### src/rtl/sonar_scheduler.sv
// Alternates measurements between the front and back sonar_range instances so only one transducer fires
// at a time, latching distances, timeouts and stop flags and inserting a settle gap between measurements.
module sonar_scheduler #(
    parameter int unsigned DIST_W         = 12,
    parameter int unsigned TIMEOUT_CYCLES = 1_756_160,
    parameter int unsigned GAP_CYCLES     = 2_634_240,
    parameter int unsigned THRESHOLD      = 1000
) (
    input  logic              clk,
    input  logic              rst,
    input  logic              enable,
    input  logic              ready_front,
    input  logic              valid_front,
    input  logic [DIST_W-1:0] distance_front,
    input  logic              ready_back,
    input  logic              valid_back,
    input  logic [DIST_W-1:0] distance_back,
    output logic              start_front,
    output logic              start_back,
    output logic [DIST_W-1:0] dist_front,
    output logic [DIST_W-1:0] dist_back,
    output logic              fresh_front,
    output logic              fresh_back,
    output logic              timeout_front,
    output logic              timeout_back,
    output logic              stop_front,
    output logic              stop_back,
    output logic              sel_back,
    output logic [1:0]        dbg_state_o
);

    // Handshake: start_<sel> is a one-cycle pulse issued only when ready_<sel> was seen in START;
    // valid_<sel> is sampled only while waiting on the selected sensor, the other sensor is ignored.

    localparam int unsigned MAX_CYC = (TIMEOUT_CYCLES > GAP_CYCLES) ? TIMEOUT_CYCLES : GAP_CYCLES;
    localparam int unsigned CNT_W   = $clog2(MAX_CYC + 1);

    localparam logic [CNT_W-1:0]  TO_LAST  = CNT_W'(TIMEOUT_CYCLES - 1);
    localparam logic [CNT_W-1:0]  GAP_LAST = CNT_W'(GAP_CYCLES - 1);
    // One extra bit so a threshold of exactly 2**DIST_W still compares correctly.
    localparam logic [DIST_W:0]   THR      = (DIST_W + 1)'(THRESHOLD);

    typedef enum logic [1:0] {
        S_IDLE  = 2'd0,
        S_START = 2'd1,
        S_WAIT  = 2'd2,
        S_GAP   = 2'd3
    } state_t;

    state_t             state_q, state_d;
    logic               sel_back_q, sel_back_d;
    logic [CNT_W-1:0]   cnt_q, cnt_d;
    logic               start_front_q, start_front_d;
    logic               start_back_q, start_back_d;
    logic [DIST_W-1:0]  dist_front_q, dist_front_d;
    logic [DIST_W-1:0]  dist_back_q, dist_back_d;
    logic               fresh_front_q, fresh_front_d;
    logic               fresh_back_q, fresh_back_d;
    logic               timeout_front_q, timeout_front_d;
    logic               timeout_back_q, timeout_back_d;
    logic               stop_front_q, stop_front_d;
    logic               stop_back_q, stop_back_d;

    logic               sel_ready;
    logic               sel_valid;
    logic [DIST_W-1:0]  sel_dist;
    logic               sel_below;

    assign sel_ready = sel_back_q ? ready_back    : ready_front;
    assign sel_valid = sel_back_q ? valid_back    : valid_front;
    assign sel_dist  = sel_back_q ? distance_back : distance_front;
    assign sel_below = ({1'b0, sel_dist} < THR);

    always_ff @(posedge clk) begin
        if (rst) begin
            state_q         <= S_IDLE;
            sel_back_q      <= 1'b0;
            cnt_q           <= '0;
            start_front_q   <= 1'b0;
            start_back_q    <= 1'b0;
            dist_front_q    <= '0;
            dist_back_q     <= '0;
            fresh_front_q   <= 1'b0;
            fresh_back_q    <= 1'b0;
            timeout_front_q <= 1'b0;
            timeout_back_q  <= 1'b0;
            stop_front_q    <= 1'b0;
            stop_back_q     <= 1'b0;
        end else begin
            state_q         <= state_d;
            sel_back_q      <= sel_back_d;
            cnt_q           <= cnt_d;
            start_front_q   <= start_front_d;
            start_back_q    <= start_back_d;
            dist_front_q    <= dist_front_d;
            dist_back_q     <= dist_back_d;
            fresh_front_q   <= fresh_front_d;
            fresh_back_q    <= fresh_back_d;
            timeout_front_q <= timeout_front_d;
            timeout_back_q  <= timeout_back_d;
            stop_front_q    <= stop_front_d;
            stop_back_q     <= stop_back_d;
        end
    end

    always_comb begin
        state_d         = state_q;
        sel_back_d      = sel_back_q;
        cnt_d           = cnt_q;
        start_front_d   = 1'b0;
        start_back_d    = 1'b0;
        dist_front_d    = dist_front_q;
        dist_back_d     = dist_back_q;
        fresh_front_d   = 1'b0;
        fresh_back_d    = 1'b0;
        timeout_front_d = timeout_front_q;
        timeout_back_d  = timeout_back_q;
        stop_front_d    = stop_front_q;
        stop_back_d     = stop_back_q;

        case (state_q)
            S_IDLE: begin
                if (enable) begin
                    state_d = S_START;
                end
            end

            S_START: begin
                if (!enable) begin
                    state_d = S_IDLE;
                end else if (sel_ready) begin
                    start_back_d  = sel_back_q;
                    start_front_d = !sel_back_q;
                    cnt_d         = '0;
                    state_d       = S_WAIT;
                end
            end

            S_WAIT: begin
                // A valid on the final timeout cycle still counts as a good measurement.
                if (sel_valid) begin
                    if (sel_back_q) begin
                        dist_back_d    = sel_dist;
                        fresh_back_d   = 1'b1;
                        timeout_back_d = 1'b0;
                        stop_back_d    = sel_below;
                    end else begin
                        dist_front_d    = sel_dist;
                        fresh_front_d   = 1'b1;
                        timeout_front_d = 1'b0;
                        stop_front_d    = sel_below;
                    end
                    cnt_d   = '0;
                    state_d = S_GAP;
                end else if (cnt_q == TO_LAST) begin
                    if (sel_back_q) begin
                        timeout_back_d = 1'b1;
                        stop_back_d    = 1'b1;
                    end else begin
                        timeout_front_d = 1'b1;
                        stop_front_d    = 1'b1;
                    end
                    cnt_d   = '0;
                    state_d = S_GAP;
                end else begin
                    cnt_d = cnt_q + CNT_W'(1);
                end
            end

            S_GAP: begin
                if (cnt_q == GAP_LAST) begin
                    cnt_d      = '0;
                    sel_back_d = !sel_back_q;
                    state_d    = enable ? S_START : S_IDLE;
                end else begin
                    cnt_d = cnt_q + CNT_W'(1);
                end
            end

            default: begin
                state_d = S_IDLE;
                cnt_d   = '0;
            end
        endcase
    end

    assign start_front   = start_front_q;
    assign start_back    = start_back_q;
    assign dist_front    = dist_front_q;
    assign dist_back     = dist_back_q;
    assign fresh_front   = fresh_front_q;
    assign fresh_back    = fresh_back_q;
    assign timeout_front = timeout_front_q;
    assign timeout_back  = timeout_back_q;
    assign stop_front    = stop_front_q;
    assign stop_back     = stop_back_q;
    assign sel_back      = sel_back_q;
    assign dbg_state_o   = state_q;

endmodule
### config.mk
export PLATFORM = sky130hd
export DESIGN_NAME = sonar_scheduler
export DESIGN_NICKNAME = d
export VERILOG_FILES = /design/src/rtl/sonar_scheduler.sv
export SDC_FILE = /design/constraint.sdc
export NUM_CORES = 1
export LEC_CHECK = 0
export ABC_AREA = 1
export CAP_MARGIN = 20
export CORE_MARGIN = 2
export CORE_UTILIZATION = 45
export CTS_CLUSTER_SIZE = 28
export DETAILED_ROUTE_END_ITERATION = 12
export HOLD_SLACK_MARGIN = 0.1
export PLACE_DENSITY = 0.84
export SKIP_CTS_REPAIR_TIMING = 1
export SLEW_MARGIN = 20
export SYNTH_ARGS = -nofsm -noshare
export SYNTH_HDL_FRONTEND = slang
export SYNTH_SLANG_ARGS = --single-unit
### constraint.sdc
create_clock -name clk -period 1.95 [get_ports clk]
set_input_delay 0.585 -clock clk [delete_from_list [all_inputs] [get_ports clk]]
set_output_delay 0.585 -clock clk [all_outputs]
set_load 0.05 [all_outputs]
==> results by group, run 1 <==
Routing
  • Wirelength, routed: 8230 µm
  • Via count: 3,091
  • DRT iter0 DRCs: 293
  • 1st-pass router iterations: 7
  • Avg WL per Cell: 13.7 µm
  • Antenna viol nets, final: 0
  • Avg Vias per Cell: 5.13
  • Drt drc: 0

Power
  • Pwr Density: 704 nW/µm²
  • Total power: 0.00288 W
  • Worst VDD drop: 0.443 mV
  • Leakage: 1.80 nW

Critical path
  • Critical path's slowest cell: dfxtp_1
  • CP required: 2.26 ns
  • Cell family with most CP delay: simple AND/OR/NAND/NOR gates
  • Worst Path Buf+Inv: 2
  • CP max stage delay: 0.39 ns
  • Crit start category: register
  • Critical Path Fanout Max: 4
  • Critical path arrival: 2.13 ns
  • CP Capture Type: register
  • CP cell instances: ha_1 -> nand3_4 -> nor2_2 -> nand2_1 -> nor3_2 -> nand2_1 -> inv_2 -> nor2_1 -> nor2_1 -> nand3_2 -> inv_2
  • Crit path kind: reg -> reg

Layout
  • Area of the multi-input gates: 1600 µm²
  • Diode count: 0
  • Final non-filler cell total: 602
  • # fillers: 559
  • Reg area: 1140 µm²
  • Layout area overhead: 35.0%
  • Final nets: 552
  • Layout cells sized above 1: 26.3%

Timing
  • Max Transition Viols Final: 0
  • Achievable frequency: 549 MHz
  • Relative slew margins: 74.1%
  • # setup viols final: 0
  • Unrepaired setup endpoints after global routing: no
  • Final setup margin: 0.127 ns
  • Final Skew: 0.00711 ns
  • Hold Vio Cnt, Final: 0
  • Fin crit share: 93.5%
  • Worst Tran Pin Value: 0.378 ns
  • Final min period: 1.82 ns
  • Worst hold slack: 0.472 ns
  • Fin Setup TNS: 0 ns

CTS
  • CTS buffer count: 9
  • H-tree level count: 3
  • Clock slew seen by the registers of the worst setup and hold paths: 0.07 ns
  • CTS tree: done
  • Clk Latency, worst-skew pair: 0.36 ns
  • Max Root-Sink Buffers: 2
  • Clock Tree Root: clkbuf_8
  • # clock sinks: 57

Place
  • DPL Wire Length: 6120 µm
  • Port buffer count: 65
  • # placed instances: 586
  • Worst slack, placed: -0.211 ns
  • Placer Congestion: 0.936

Global route
  • Total track usage: 23.5%
  • Met2 usage: 40.1%
  • GR peak layer: met2
  • Largest net degree at the start of global routing: 26
  • GRT met3 Usage: 6.83%
  • First-pass GRT wire length: 13,700 µm
  • Vias in the first global route: 2,979
  • Overflow after GRT: 0
  • Met1 usage: 28.6%
  • Initial antenna violation count: 0

Synth
  • Syn. warnings: 0
  • Most numerous cell in the Yosys netlist: nand2_1
  • Post-synth EDFFs: 0
  • Most frequent cells after synthesis: nand2_1, nor2_1, dfxtp_1
  • Yosys reg bits: 57
  • Netlist cell types: 43
  • Asr flop ratio synth: 0%
  • Synth Flop Type: dfxtp_1
  • Syn Area/Cell: 7.09 µm²
  • Register area share after synthesis: 37.7%
  • Post-synthesis cell area: 3030 µm²
  • Area leader, netlist: dfxtp_1
  • Largest cells by area after synthesis: dfxtp_1, nand2_1, nor2_1
  • Syn_nets: 459
  • Post-Syn Instances: 427
  • Top-area cell type share of the netlist area: 37.7%

Die
  • Chip Width: 86.0 µm
  • Io pins: 66
  • Rows: 29
  • DIE AREA: 7400 µm²
  • Die Ht: 86.0 µm
  • Initial core utilization: 47.1%
  • Core Area: 6420 µm²

Outcome
  • Status: finished clean

Min path
  • Hold Crit Class: reg -> reg

Job
  • Max cap viols: 0
==> cell type report <==
type	instances	area share [%]
multi-input cells	307	39.1
flip-flops and latches	57	28.0
repair buffers	96	20.7
inverters	49	4.56
clock buffers	9	3.03
well taps	77	2.36
clock inverters	7	2.33
==> state kept, by name (all words and copies together), names as in the netlist, named ones only <==
register,cells
sel_back,1
timeout_front,1
dist_front,12
start_back,1
dbg_state_o,1
timeout_back,1
fresh_front,1
fresh_back,1
stop_back,1
dist_back,12
stop_front,1
cnt_q,22
start_front,1
==> layer usage <==
metal	vias to the layer above	share of wire (%)	wire length (µm)
li1	1558	-	-
met3	23	5.9	483
met2	107	49	4020
met4	0	2.2	178
met1	1403	43	3550
met5	-	0	0
==> placed cells by master (no fill, tap or decap), types with 9 or more instances in the layout <==
cell,synthesis,routed
nand2_1,104,104
buf_4,2,62
nor2_1,61,61
dfxtp_1,57,56
inv_1,33,33
clkdlybuf4s50_1,0,30
a21oi_1,22,22
o21ai_0,21,21
inv_2,14,14
nand3_1,14,14
nand4_1,13,13
nor2_2,9,9
clkbuf_8,0,9
==> path summary, 6_finish.rpt <==
check,startpoint,end,slack [ns],cells after the start
worst max register to register,cnt_q[0],cnt_q[10],0.13,11
worst max-delay path,cnt_q[0],cnt_q[10],0.13,11
worst min register to register,dist_back[10],dist_back[10],0.47,2
worst min-delay path,dist_back[10],dist_back[10],0.47,2
==> report_power, final <==
part | internal (W) | switching, W
logic | 0.000185 | 0.000244
clock network | 0.000718 | 0.000519
registers | 0.00119 | 0.0000235
total | 0.00209 | 0.000787
==> metrics by stage <==
step           area [µm²]  util, %
2_1_floorplan        3030        -
3_3_place_gp         3860     60.1
3_5_place_dp         3860     60.1
4_1_cts              4080     63.5
5_1_grt              4090     63.6
6_report             4090     63.6
==> tightest hold or removal path, cell delays in order (launching register included) <==
cell and delay, ns:
dfxtp_1 0.32, nand2_1 0.06, a21oi_1 0.05
==> cells by family after synthesis <==
logic type      count (synthesis)  synth area share (%)
mux                             1                 0.331
xor+xnor                        3                 0.868
buf+inv                        63                  9.76
compound gates                 59                  11.0
fa+ha+maj                       1                 0.413
flops                          57                  37.7
simple gates                  243                  40.0
(Power assumes the default switching activity.)
==> inputs of run 2 (changes only) <==
--- a/config.mk
+++ b/config.mk
@@ -7,12 +7,14 @@
 export LEC_CHECK = 0
 export ABC_AREA = 1
 export CAP_MARGIN = 20
+export CELL_PAD_IN_SITES_DETAIL_PLACEMENT = 0
+export CELL_PAD_IN_SITES_GLOBAL_PLACEMENT = 1
 export CORE_MARGIN = 2
-export CORE_UTILIZATION = 45
+export CORE_UTILIZATION = 36
 export CTS_CLUSTER_SIZE = 28
 export DETAILED_ROUTE_END_ITERATION = 12
 export HOLD_SLACK_MARGIN = 0.1
-export PLACE_DENSITY = 0.84
+export PLACE_DENSITY = 0.92
 export SKIP_CTS_REPAIR_TIMING = 1
 export SLEW_MARGIN = 20
 export SYNTH_ARGS = -nofsm -noshare
==> run 2 against run 1 <==
Global-route usage decreased by 3.2 points; hold slack got worse by 0.0036 ns; register-to-register slack about the same; sequential cell count unchanged; sequential power about the same; wire length increased by 3.1%; non-clock buffer count increased by 5; utilization decreased by 13 points; combinational power increased by 5.6%; largest cell class unchanged; setup slack improved by 0.010 ns.
==> results by group, run 2 (synthesized netlist as in run 1, its figures left out) <==
Outcome
  • Status: finished clean (unchanged)

Die
  • Chip Width: 95.7 µm (was 86.0 µm)
  • Core Area: 8180 µm² (was 6420 µm²)
  • Rows: 33 (was 29)
  • DIE AREA: 9160 µm² (was 7400 µm²)
  • Initial core utilization: 37.0% (was 47.1%)
  • Die Ht: 95.7 µm (was 86.0 µm)
  • Io pins: 66 (unchanged)

Layout
  • Diode count: 0 (unchanged)
  • Final nets: 557 (was 552)
  • Layout cells sized above 1: 27.0% (was 26.3%)
  • Area of the multi-input gates: 1600 µm² (about the same)
  • Design area: 4180 µm² (was 4090 µm²)
  • Most common cell after layout, fill and taps aside: nand2_1 (unchanged)
  • Largest Register: cnt_q (unchanged)
  • # fillers: 799 (was 559)
  • Max reg flops: 22 (unchanged)
  • Reg area: 1140 µm² (about the same)
  • Final non-filler cell total: 635 (was 602)
  • Layout area overhead: 38.0% (was 35.0%)
  • Most frequent cells in the layout: nand2_1, buf_4, nor2_1 (unchanged)

CTS
  • CTS tree: done (unchanged)
  • Clock Tree Root: clkbuf_8 (unchanged)
  • Clk Latency, worst-skew pair: 0.35 ns (was 0.36 ns)
  • Max Root-Sink Buffers: 2 (unchanged)
  • # clock sinks: 57 (unchanged)
  • H-tree level count: 3 (unchanged)
  • Clock slew seen by the registers of the worst setup and hold paths: 0.07 ns (about the same)
  • CTS buffer count: 9 (unchanged)

Power
  • Clock Power Share: 43.7% (was 43.0%)
  • Leakage: 1.83 nW (was 1.80 nW)
  • Internal Dissipation: 0.00211 W (was 0.00209 W)
  • Flop pwr share: 40.9% (was 42.1%)
  • Sw Ratio: 28.2% (was 27.4%)
  • Worst VDD drop: 0.381 mV (was 0.443 mV)
  • Switching power: 0.000827 W (was 0.000787 W)
  • Combinational Power Share: 15.4% (was 14.9%)
  • Pwr Density: 703 nW/µm² (was 704 nW/µm²)

Routing
  • Via count: 3,126 (was 3,091)
  • Wirelength, routed: 8490 µm (was 8230 µm)
  • Antenna viol nets, final: 0 (unchanged)
  • Avg Vias per Cell: 4.92 (was 5.13)
  • Avg WL per Cell: 13.4 µm (was 13.7 µm)
  • 1st-pass router iterations: 4 (was 7)
  • Drt drc: 0 (unchanged)
  • DRT iter0 DRCs: 195 (was 293)

Timing
  • Worst Tran Pin Value: 0.393 ns (was 0.378 ns)
  • Relative slew margins: 73.6% (was 74.1%)
  • Max Transition Viols Final: 0 (unchanged)
  • Final Skew: 0.00940 ns (was 0.00711 ns)
  • Fin crit share: 93.0% (was 93.5%)
  • # setup viols final: 0 (unchanged)
  • Final min period: 1.81 ns (was 1.82 ns)
  • Achievable frequency: 552 MHz (was 549 MHz)
  • Hold Vio Cnt, Final: 0 (unchanged)

Critical path
  • Critical path's slowest cell: dfxtp_1 (unchanged)
  • CP required: 1.36 ns (was 2.26 ns)
  • CP cell instances: buf_4 -> buf_12 (was ha_1 -> nand3_4 -> nor2_2 -> nand2_1 -> nor3_2 -> nand2_1 -> inv_2 -> nor2_1 -> nor2_1 -> nand3_2 -> inv_2)
  • Critical path arrival: 1.23 ns (was 2.13 ns)
  • Crit start category: register (unchanged)
  • CP Capture Type: output pin (was register)
  • CP max stage delay: 0.49 ns (was 0.39 ns)
  • Crit path kind: reg -> out (was reg -> reg)
  • Critical Path Fanout Max: 9 (was 4)

Global route
  • Overflow after GRT: 0 (unchanged)
  • First-pass GRT wire length: 14,400 µm (was 13,700 µm)
  • Vias in the first global route: 3,055 (was 2,979)
  • Initial antenna violation count: 0 (unchanged)
  • Largest net degree at the start of global routing: 24 (was 26)
  • Total track usage: 20.4% (was 23.5%)

Min path
  • Hold Crit Class: reg -> reg (unchanged)

Place
  • Placer Congestion: 0.924 (was 0.936)
  • # placed instances: 619 (was 586)
  • Port buffer count: 65 (unchanged)
  • DP Area: 3950 µm² (was 3860 µm²)
  • DPL Wire Length: 6450 µm (was 6120 µm)

Job
  • Max cap viols: 0 (unchanged)
[run 2: changes by cell type in the layout (fill, tap and decap cells not counted), sizes merged]
cell and delta:
buf +5, inv +2, clkinv -3, clkinvlp +1
[run 2: per-stage QoR]
step           utilization [%]  total power (W)  TNS, ns  hold slack [ns]  setup WS (ns)
3_5_place_dp              48.3          0.00168    -3.01            0.458         -0.168
6_report                  51.1          0.00294        0            0.469          0.137
3_3_place_gp              48.3          0.00167    -1.97            0.450         -0.136
2_1_floorplan                -          0.00148        0            0.476          0.162
4_1_cts                   51.0          0.00296        0            0.470         0.0756
5_1_grt                   51.1          0.00305  -0.0163            0.495        -0.0163
[run 2: final timing paths]
path	to	slack (ns)	cells past startpoint	startpoint
setup reg to reg	cnt_q[18]	0.14	10	cnt_q[0]
hold reg to reg	dist_back[1]	0.47	2	dist_back[1]
hold / removal	dist_back[1]	0.47	2	dist_back[1]
setup / recovery	sel_back	0.14	2	sel_back
[run 2: area by class of cell]
cell class	count	share of cell area [%]
multi-input combinational	307	38.2
sequential	57	27.3
timing repair buffer	101	21.4
inverter	49	4.46
tap	105	3.14
clock buffer	9	2.96
clock inverter	7	2.43
[run 2: worst max-delay path: cells and delay by family, from the launching register on]
family                 cells  cell delay, ns
buffers and inverters      2            0.39
DFF                        1            0.49
[run 2: metal layers]
metal | vias up | part of all wire, % | track usage [%]
met4 | 0 | 1.9 | 7.62
met1 | 1452 | 47 | 27.9
met2 | 90 | 45 | 31.9
li1 | 1568 | - | -
met3 | 16 | 5.6 | 3.76
met5 | - | 0 | 0
[run 2: power by group through the flow]
stage                     clock [W]  sequential [W]  combinational, W
after detailed placement          0         0.00123          0.000450
after global placement            0         0.00123          0.000444
after floorplan                   0         0.00130          0.000180
after global routing        0.00136         0.00120          0.000485
after CTS                   0.00130         0.00120          0.000453
final                       0.00128         0.00120          0.000453
==> inputs of run 3 (changes only) <==
--- a/config.mk
+++ b/config.mk
@@ -20,3 +20,4 @@
 export SYNTH_ARGS = -nofsm -noshare
 export SYNTH_HDL_FRONTEND = slang
 export SYNTH_SLANG_ARGS = --single-unit
+export TNS_END_PERCENT = 20
==> results of run 3 <==
No change in the layout: final DEF, timing and power equal those of run 2.
